<file path="src/rtl/missing_duplicated_word_pkg.sv">
// missing_duplicated_word_pkg: shared word/index types, FSM states and sizing sanity flag for the checker and its generator.
package missing_duplicated_word_pkg;
  localparam int MDW_W = 5;
  localparam int MDW_N = 17;
  localparam int MDW_IW = $clog2(MDW_N);
  localparam bit MDW_CFG_OK = (MDW_N % 2 == 1) && ((MDW_N - 1) / 2 < 2 ** MDW_W);
  typedef logic [MDW_W-1:0] w_t;
  typedef logic [MDW_IW-1:0] id_t;
  localparam id_t MDW_N_ID = id_t'(MDW_N);
  localparam id_t MDW_LAST = id_t'(MDW_N - 1);
  typedef enum logic [2:0] {S_IDLE, S_WRITE, S_KICK, S_WAIT, S_REPORT} state_t;
endpackage

</file>
<file path="src/rtl/mdw_gen_seq.sv">
// mdw_gen_seq: write sequencer; registered index/data/last for write i, rotated index and paired data values.
module mdw_gen_seq
  import missing_duplicated_word_pkg::*;
(
  input  logic clk,
  input  logic rst,
  input  logic load,
  input  logic step,
  input  logic fault,
  input  w_t   u,
  input  id_t  r,
  output id_t  id,
  output w_t   dat,
  output logic last
);
  id_t i, i_n, id_n;
  always_comb begin
    i_n = load ? '0 : i + id_t'(1);
    id_n = load ? r : (id == MDW_LAST ? '0 : id + id_t'(1));
  end
  always_ff @(posedge clk or posedge rst) begin
    if (rst) begin
      i <= '0;
      id <= '0;
      dat <= '0;
      last <= 1'b0;
    end else if (load || step) begin
      i <= i_n;
      id <= id_n;
      dat <= i_n == MDW_LAST ? (fault ? u + w_t'(1) : u) : u + w_t'(1) + w_t'(i_n >> 1);
      last <= i_n == MDW_LAST;
    end
  end
endmodule

</file>
<file path="src/rtl/missing_duplicated_word_gen.sv">
// missing_duplicated_word_gen: loads the checker with value pairs plus one singleton, kicks it and checks the answer.
// MISSING_DUPLICATED_WORD_GEN_FAULT_EN adds gen_fault, which replaces the singleton with a third copy of U+1.
module missing_duplicated_word_gen
  import missing_duplicated_word_pkg::*;
#(
  parameter int W = MDW_W,
  parameter int N = MDW_N
) (
  input  logic clk,
  input  logic rst,
  input  logic gen_start,
  input  w_t   gen_unique,
  input  id_t  gen_rot,
`ifdef MISSING_DUPLICATED_WORD_GEN_FAULT_EN
  input  logic gen_fault,
`endif
  output logic gen_busy_r,
  output logic gen_done_r,
  output logic gen_pass_r,
  output w_t   gen_result_r,
  output logic state_upt,
  output id_t  state_id,
  output w_t   state_dat,
  output logic cntrl_start,
  input  logic cntrl_busy_r,
  input  w_t   cntrl_dat_r
);
  if (W != MDW_W || N != MDW_N || !MDW_CFG_OK) begin : g_cfg_bad
    $error("missing_duplicated_word_gen: W/N must match the package, N odd and (N-1)/2 < 2**W");
  end
  state_t state, state_n;
  w_t u_q, u_sel;
  id_t r_sel;
  logic load, last, fault_sel, upt_n, kick_n, busy_n, done_n;
  assign load = state == S_IDLE && gen_start;
  assign u_sel = load ? gen_unique : u_q;
  assign r_sel = gen_rot >= MDW_N_ID ? '0 : gen_rot;
`ifdef MISSING_DUPLICATED_WORD_GEN_FAULT_EN
  logic fault_q;
  assign fault_sel = load ? gen_fault : fault_q;
  always_ff @(posedge clk or posedge rst) begin
    if (rst) fault_q <= 1'b0;
    else fault_q <= fault_sel;
  end
`else
  assign fault_sel = 1'b0;
`endif
  mdw_gen_seq u_seq (
    .clk  (clk),
    .rst  (rst),
    .load (load),
    .step (state == S_WRITE && !last),
    .fault(fault_sel),
    .u    (u_sel),
    .r    (r_sel),
    .id   (state_id),
    .dat  (state_dat),
    .last (last)
  );
  always_ff @(posedge clk or posedge rst) begin
    if (rst) begin
      state <= S_IDLE;
      u_q <= '0;
      gen_busy_r <= 1'b0;
      gen_done_r <= 1'b0;
      state_upt <= 1'b0;
      cntrl_start <= 1'b0;
      gen_pass_r <= 1'b0;
      gen_result_r <= '0;
    end else begin
      state <= state_n;
      u_q <= u_sel;
      gen_busy_r <= busy_n;
      gen_done_r <= done_n;
      state_upt <= upt_n;
      cntrl_start <= kick_n;
      if (state == S_WAIT && !cntrl_busy_r) begin
        gen_result_r <= cntrl_dat_r;
        gen_pass_r <= cntrl_dat_r == u_q;
      end
    end
  end
  always_comb begin
    state_n = state == S_IDLE  ? (gen_start ? S_WRITE : S_IDLE) :
              state == S_WRITE ? (last ? S_KICK : S_WRITE) :
              state == S_KICK  ? S_WAIT :
              state == S_WAIT  ? (cntrl_busy_r ? S_WAIT : S_REPORT) : S_IDLE;
  end
  // Outputs are registered from the next state so they line up with the state they describe.
  always_comb begin
    upt_n = state_n == S_WRITE;
    kick_n = state_n == S_KICK;
    busy_n = state_n != S_IDLE;
    done_n = state_n == S_REPORT;
  end
endmodule

</file>
<file path="config.mk">
export PLATFORM = sky130hd
export DESIGN_NAME = missing_duplicated_word_gen
export DESIGN_NICKNAME = d
export VERILOG_FILES = /design/src/rtl/missing_duplicated_word_pkg.sv /design/src/rtl/mdw_gen_seq.sv /design/src/rtl/missing_duplicated_word_gen.sv
export SDC_FILE = /design/constraint.sdc
export NUM_CORES = 1
export LEC_CHECK = 0
export BUFFER_PORTS_ARGS = -buffer_cell sky130_fd_sc_hd__buf_2
export CAP_MARGIN = 20
export CORE_ASPECT_RATIO = 1.4
export CORE_MARGIN = 2
export CORE_UTILIZATION = 49
export DETAILED_ROUTE_END_ITERATION = 6
export GPL_TIMING_DRIVEN = 0
export PLACE_DENSITY = 0.75
export SYNTH_ARGS = -nofsm -noshare
export SYNTH_HDL_FRONTEND = slang
export SYNTH_SLANG_ARGS = --single-unit
</file>
<file path="constraint.sdc">
create_clock -name clk -period 2.7 [get_ports clk]
set_input_delay 0.405 -clock clk [delete_from_list [all_inputs] [get_ports clk]]
set_output_delay 0.405 -clock clk [all_outputs]
set_load 0.02 [all_outputs]
</file>
# Yosys cells after proc, flatten, opt, wreduce, memory -nomap -nowiden
# Cells that the tools add are included.
# totals
regBits	34
latchBits	0
ram_bits	0
mem_bits_ro	0
out_inout_bits	20
elab_cells	47
mem_count	0
# classes
addsub	4
multipliers	0
div	0
n_lt_le_gt_ge	1
n_eq_ne	9
shifts	0
muxes	13
n_bitwise	0
reduce_logical	8
# ops
cell	n
2-to-1 mux 5 bit	6
adder 5 x 1 -> 5 bit (second input constant)	3
2-to-1 mux 3 bit	5
equality test 5 bit (second input constant)	2
equality test 3 x 2 -> 1 bit (second input constant)	3
equality test 3 x 1 -> 1 bit (second input constant)	2
adder 5 x 4 -> 5 bit	1
equality test 5 bit	1
greater-or-equal comparator 5 bit (second input constant)	1
equality test 3 bit (second input constant)	1
logical AND 1 bit	3
zero test 3 bit	1
nonzero test 3 bit	1
zero test 1 bit	2
2-to-1 mux 2 bit	1
logical OR 1 bit	1
2-to-1 mux 1 bit	1

# Depth between registers and ports, before layout
# depth
ltp_word	6
depth_mapped	12
depth_no_buf	10

# By module
# From an unflattened synthesis, not the netlist that was laid out.
# unflattened
hier_cells	177
area_unflattened_um2	1941.9
# by_module_without_submodules
mod	instances	cells_each	area_per_inst_um2
mdw_gen_seq	1	112	1117.3
missing_duplicated_word_gen	1	65	824.5

# Worst setup path after synthesis
# No wires, ideal clock.
# synth_path
kind	reg-to-reg
start	register state[2]
end	register u_seq.dat[4]
setup_time_ps	68
arrival_time_ps	2608
path_slack_ps	24
stages_incl_launch_ff	13
path_buffers	2
period_less_slack_ps	2676
cell_sequence	dfrtp_1 > buf_6 > or4b_1 > buf_6 > mux2_4 > inv_1 > ha_1 > inv_1 > fa_1 > a21oi_1 > o21bai_1 > o31a_1 > nand3_1
# synth_between
elab_chain_cells	6
word_cells_on_any_way	11
cone_classes	add/sub: 2; eq/ne: 2; mux: 3; reduce/logical: 4
# synth_rtl
element	line_no	text
start: declaration	missing_duplicated_word_gen.sv:31	state_t state, state_n;
start signal: assignment	missing_duplicated_word_gen.sv:71	state <= state_n;
zero test 3 bit	missing_duplicated_word_gen.sv:35	assign load = state == S_IDLE && gen_start;
logical AND 1 bit	missing_duplicated_word_gen.sv:35	
2-to-1 mux 5 bit	missing_duplicated_word_gen.sv:36	assign u_sel = load ? gen_unique : u_q;
via u_sel[0]	missing_duplicated_word_gen.sv:32	w_t u_q, u_sel;
adder 5 x 1 -> 5 bit	n/a	
adder 5 x 4 -> 5 bit	mdw_gen_seq.sv:30	dat <= i_n == MDW_LAST ? (fault ? u + w_t'(1) : u) : u + w_t'(1) + w_t'(i_n >> 1);
2-to-1 mux 5 bit	mdw_gen_seq.sv:30	
end signal: assignment	mdw_gen_seq.sv:30	
end: declaration	mdw_gen_seq.sv:13	output w_t dat,
# The timed path passes the listed nets, and every way through them passes these cells.
# A chain may end at the register's enable or synchronous reset.

# Worst setup path in the final report
# layout_path
start	register state[1]
end	register u_seq.dat[4]
# The elaborated chain is that of the path after synthesis.

==> impl_metrics.json <==
{
  "status": "finished, final reports clean",
  "rsz0062_at_grt": "yes",
  "rows": 26,
  "slowest_stage": "or4b_4",
  "synth_cells": 178,
  "maxSlewViolCount": 0,
  "cts_max_level": 2,
  "worst_clock_skew_ns": 0.007552,
  "timing.rr.start": "state[1]",
  "critPathRequiredTime_ns": 2.92,
  "crit_top_cell": "inv_2",
  "antenna_found_initial": 0,
  "cts_sinks": 34,
  "startpoint_type": "flop",
  "cts_buffer_depth": 2,
  "start_util": 0.5110,
  "routed_wl_mm": 3.878,
  "clkTransAtPathRegs_ns": 0.07,
  "grt_pass1_wl_mm": 6.893,
  "ys_seq_elements": 34,
  "cts_hold_buf": 0,
  "cts_buffers": 5,
  "cap_violations": 0,
  "drtIter0Drc": 32,
  "io_buffers": 38,
  "worstHoldPathType": "in -> async",
  "postLayoutCellArea_sq_um": 2280,
  "viasPerCell": 5.476,
  "grt_max_degree": 21,
  "reg2reg_depth": 11,
  "die_y_um": 76.94,
  "diodes": 0,
  "reg2reg_slack_ns": 0.04,
  "irDropWorstVdd_mv": 0.8049,
  "syn_avg_cell_area_sq_um": 10.46,
  "reg2reg_to": "u_seq.dat[4]",
  "ios": 39,
  "maxSlewHeadroom": 0.4877,
  "dpl.hpwl_mm": 2.854,
  "die_area_sq_um": 4316,
  "async_reset_ff_frac": 1.000,
  "yosysWarnings": 0,
  "seq_area_frac_synth": 0.4570,
  "leakage_nw": 1.074,
  "route.detailed.drc": 0,
  "setup_violations": 0,
  "crit_path_max_incr_delay_ns": 0.54,
  "worst_skew_pair.late_latency_ns": 0.29,
  "drive_gt1_frac": 0.3450,
  "grt_usage": 0.2019,
  "min_period_over_period": 0.9869,
  "synth_edf_count": 0,
  "yosysUniqueCellTypes": 45,
  "firstDrtPassIters": 4,
  "ys.flop_type": "dfrtp_1",
  "ant_nets": 0,
  "hold_viol_final": 0,
  "tightest_slew_ns": 0.7676,
  "nets": 255,
  "crit_path_end_kind": "flop",
  "gp_congestion": 0.8018,
  "min_period_ns": 2.665,
  "path_max_fanout": 5,
  "syn_to_final_growth_pct": 22.45,
  "place_area_sq_um": 2120,
  "grt_pass1_vias": 1563,
  "die_w_um": 56.10,
  "syn_area_sq_um": 1862,
  "overflow": 0,
  "timing.fmax_mhz": 375.3,
  "arrival_ns": 2.89,
  "crit_chain": "buf_6 > or4b_4 > mux2_4 > inv_2 > ha_4 > inv_2 > fa_2 > a21oi_2 > o21bai_1 > o31a_1 > nand3_1",
  "cts_root_buf": "clkbuf_8",
  "core_sq_um": 3643,
  "num_vias": 1484,
  "critical_path_class": "reg -> reg",
  "cts_tree": "done",
  "wl_per_cell_um": 14.31,
  "p_per_area_nw_per_um2": 1431,
  "hold_ws_ns": 0.2420,
  "syn_nets": 205
}
[worst max-delay path: cells and delay by family (launching register included)]
kind,cells,cell delay (ns)
and+or+nand+nor,2,0.61
AOI/OAI and AO/OA,3,0.55
adders and majority gates,2,0.48
DFF,1,0.38
muxes,1,0.34
buffers and inverters,3,0.23
[per-layer routing]
metal | GRT usage | vias to the layer above | part of all wire | routed length [um]
li1 | - | 734 | - | -
met1 | 0.2397 | 711 | 0.40 | 1563
met2 | 0.3447 | 31 | 0.54 | 2083
met3 | 0.04553 | 8 | 0.039 | 153
met4 | 0.08810 | 0 | 0.020 | 78
met5 | 0 | - | 0 | 0
[through the flow]
stage               power, mW  cells  utilization  setup slack [ns]  setup TNS (ns)
global route            3.590    271       0.6257          -0.08788         -0.1020
floorplan               2.292    178            -           0.02370               0
global placement        2.676    258       0.5776           -0.1398         -0.1398
CTS                     3.172    268       0.6126          -0.02703        -0.02703
finish                  3.261    271       0.6257           0.03527               0
detailed placement      2.731    259       0.5817           -0.1473         -0.1473
[worst max path at each step]
stage	start	endpoint	slack, ns	cells past startpoint
final	state[1]	u_seq.dat[4]	0.04	11
after global routing	state[1]	u_seq.dat[4]	-0.09	11
after CTS	state[2]	u_seq.dat[4]	-0.03	12
after detailed placement	state[1]	u_seq.dat[4]	-0.15	12
after global placement	state[2]	u_seq.dat[4]	-0.14	12
after floorplan	state[2]	u_seq.dat[4]	0.02	12
[power breakdown]
group	switching, mW	internal (mW)
sequential	0.177	0.760
clock	0.178	0.205
combinational	1.07	0.870
[state kept, by name (all words and copies together), names as in the netlist]
signal        count
u_q               5
cntrl_start       1
gen_pass_r        1
gen_result_r      5
state             3
gen_busy_r        1
u_seq.i           5
u_seq.last        1
u_seq.dat         5
gen_done_r        1
u_seq.id          5
state_upt         1
[cells in the final DEF, fill, tap and decap left out, types with 3 or more instances in the layout]
master,instances
a21oi_1,6
nand2_1,13
nand2b_1,3
xnor2_1,6
a22o_1,3
mux2_2,9
ha_1,5
clkbuf_1,4
nand3_1,7
nand3b_1,3
o21ai_0,9
nand4_1,5
clkbuf_8,6
dfrtp_1,34
nor3_1,4
xor2_1,4
inv_2,3
buf_2,38
buf_4,5
nor2_1,14
inv_1,8
[cell families after synthesis]
logic type	synth area share
xor+xnor	0.04704
fa+ha+maj	0.05779
mux	0.08064
buf+inv	0.04973
simple gates	0.1875
compound gates	0.1203
flops	0.4570
[what timing repair did]
action,CTS,global route
setup endpoints to repair,1,4
gates resized for setup,4,10
gates cloned,0,0
buffers inserted,1,4
pin swaps,1,7
[final cells by class]
type,instances,area [sq um]
Fill cell,321,1364
Multi-Input combinational cell,125,953.4
Sequential cell,34,850.8
Timing Repair Buffer,44,242.7
Clock buffer,7,86.33
Tap cell,42,52.55
Inverter,12,47.55
Buffer,6,41.29
Clock inverter,1,5.005
[synthesized netlist by cell type (3+ instances only)]
master | count | share of area
ha_1 | 7 | 0.047
nand2b_1 | 3 | 0.010
clkbuf_1 | 4 | 0.0081
nand3b_1 | 3 | 0.012
nand4_1 | 5 | 0.017
o21ai_0 | 9 | 0.024
xnor2_1 | 6 | 0.028
xor2_1 | 4 | 0.019
nor2_1 | 14 | 0.028
dfrtp_1 | 34 | 0.46
a21oi_1 | 7 | 0.019
a22o_1 | 3 | 0.014
nand3_1 | 7 | 0.019
mux2_2 | 9 | 0.054
nand2_1 | 13 | 0.026
inv_1 | 10 | 0.020
nor3_1 | 4 | 0.011
Note: power is estimated with default switching activity, not from simulation.
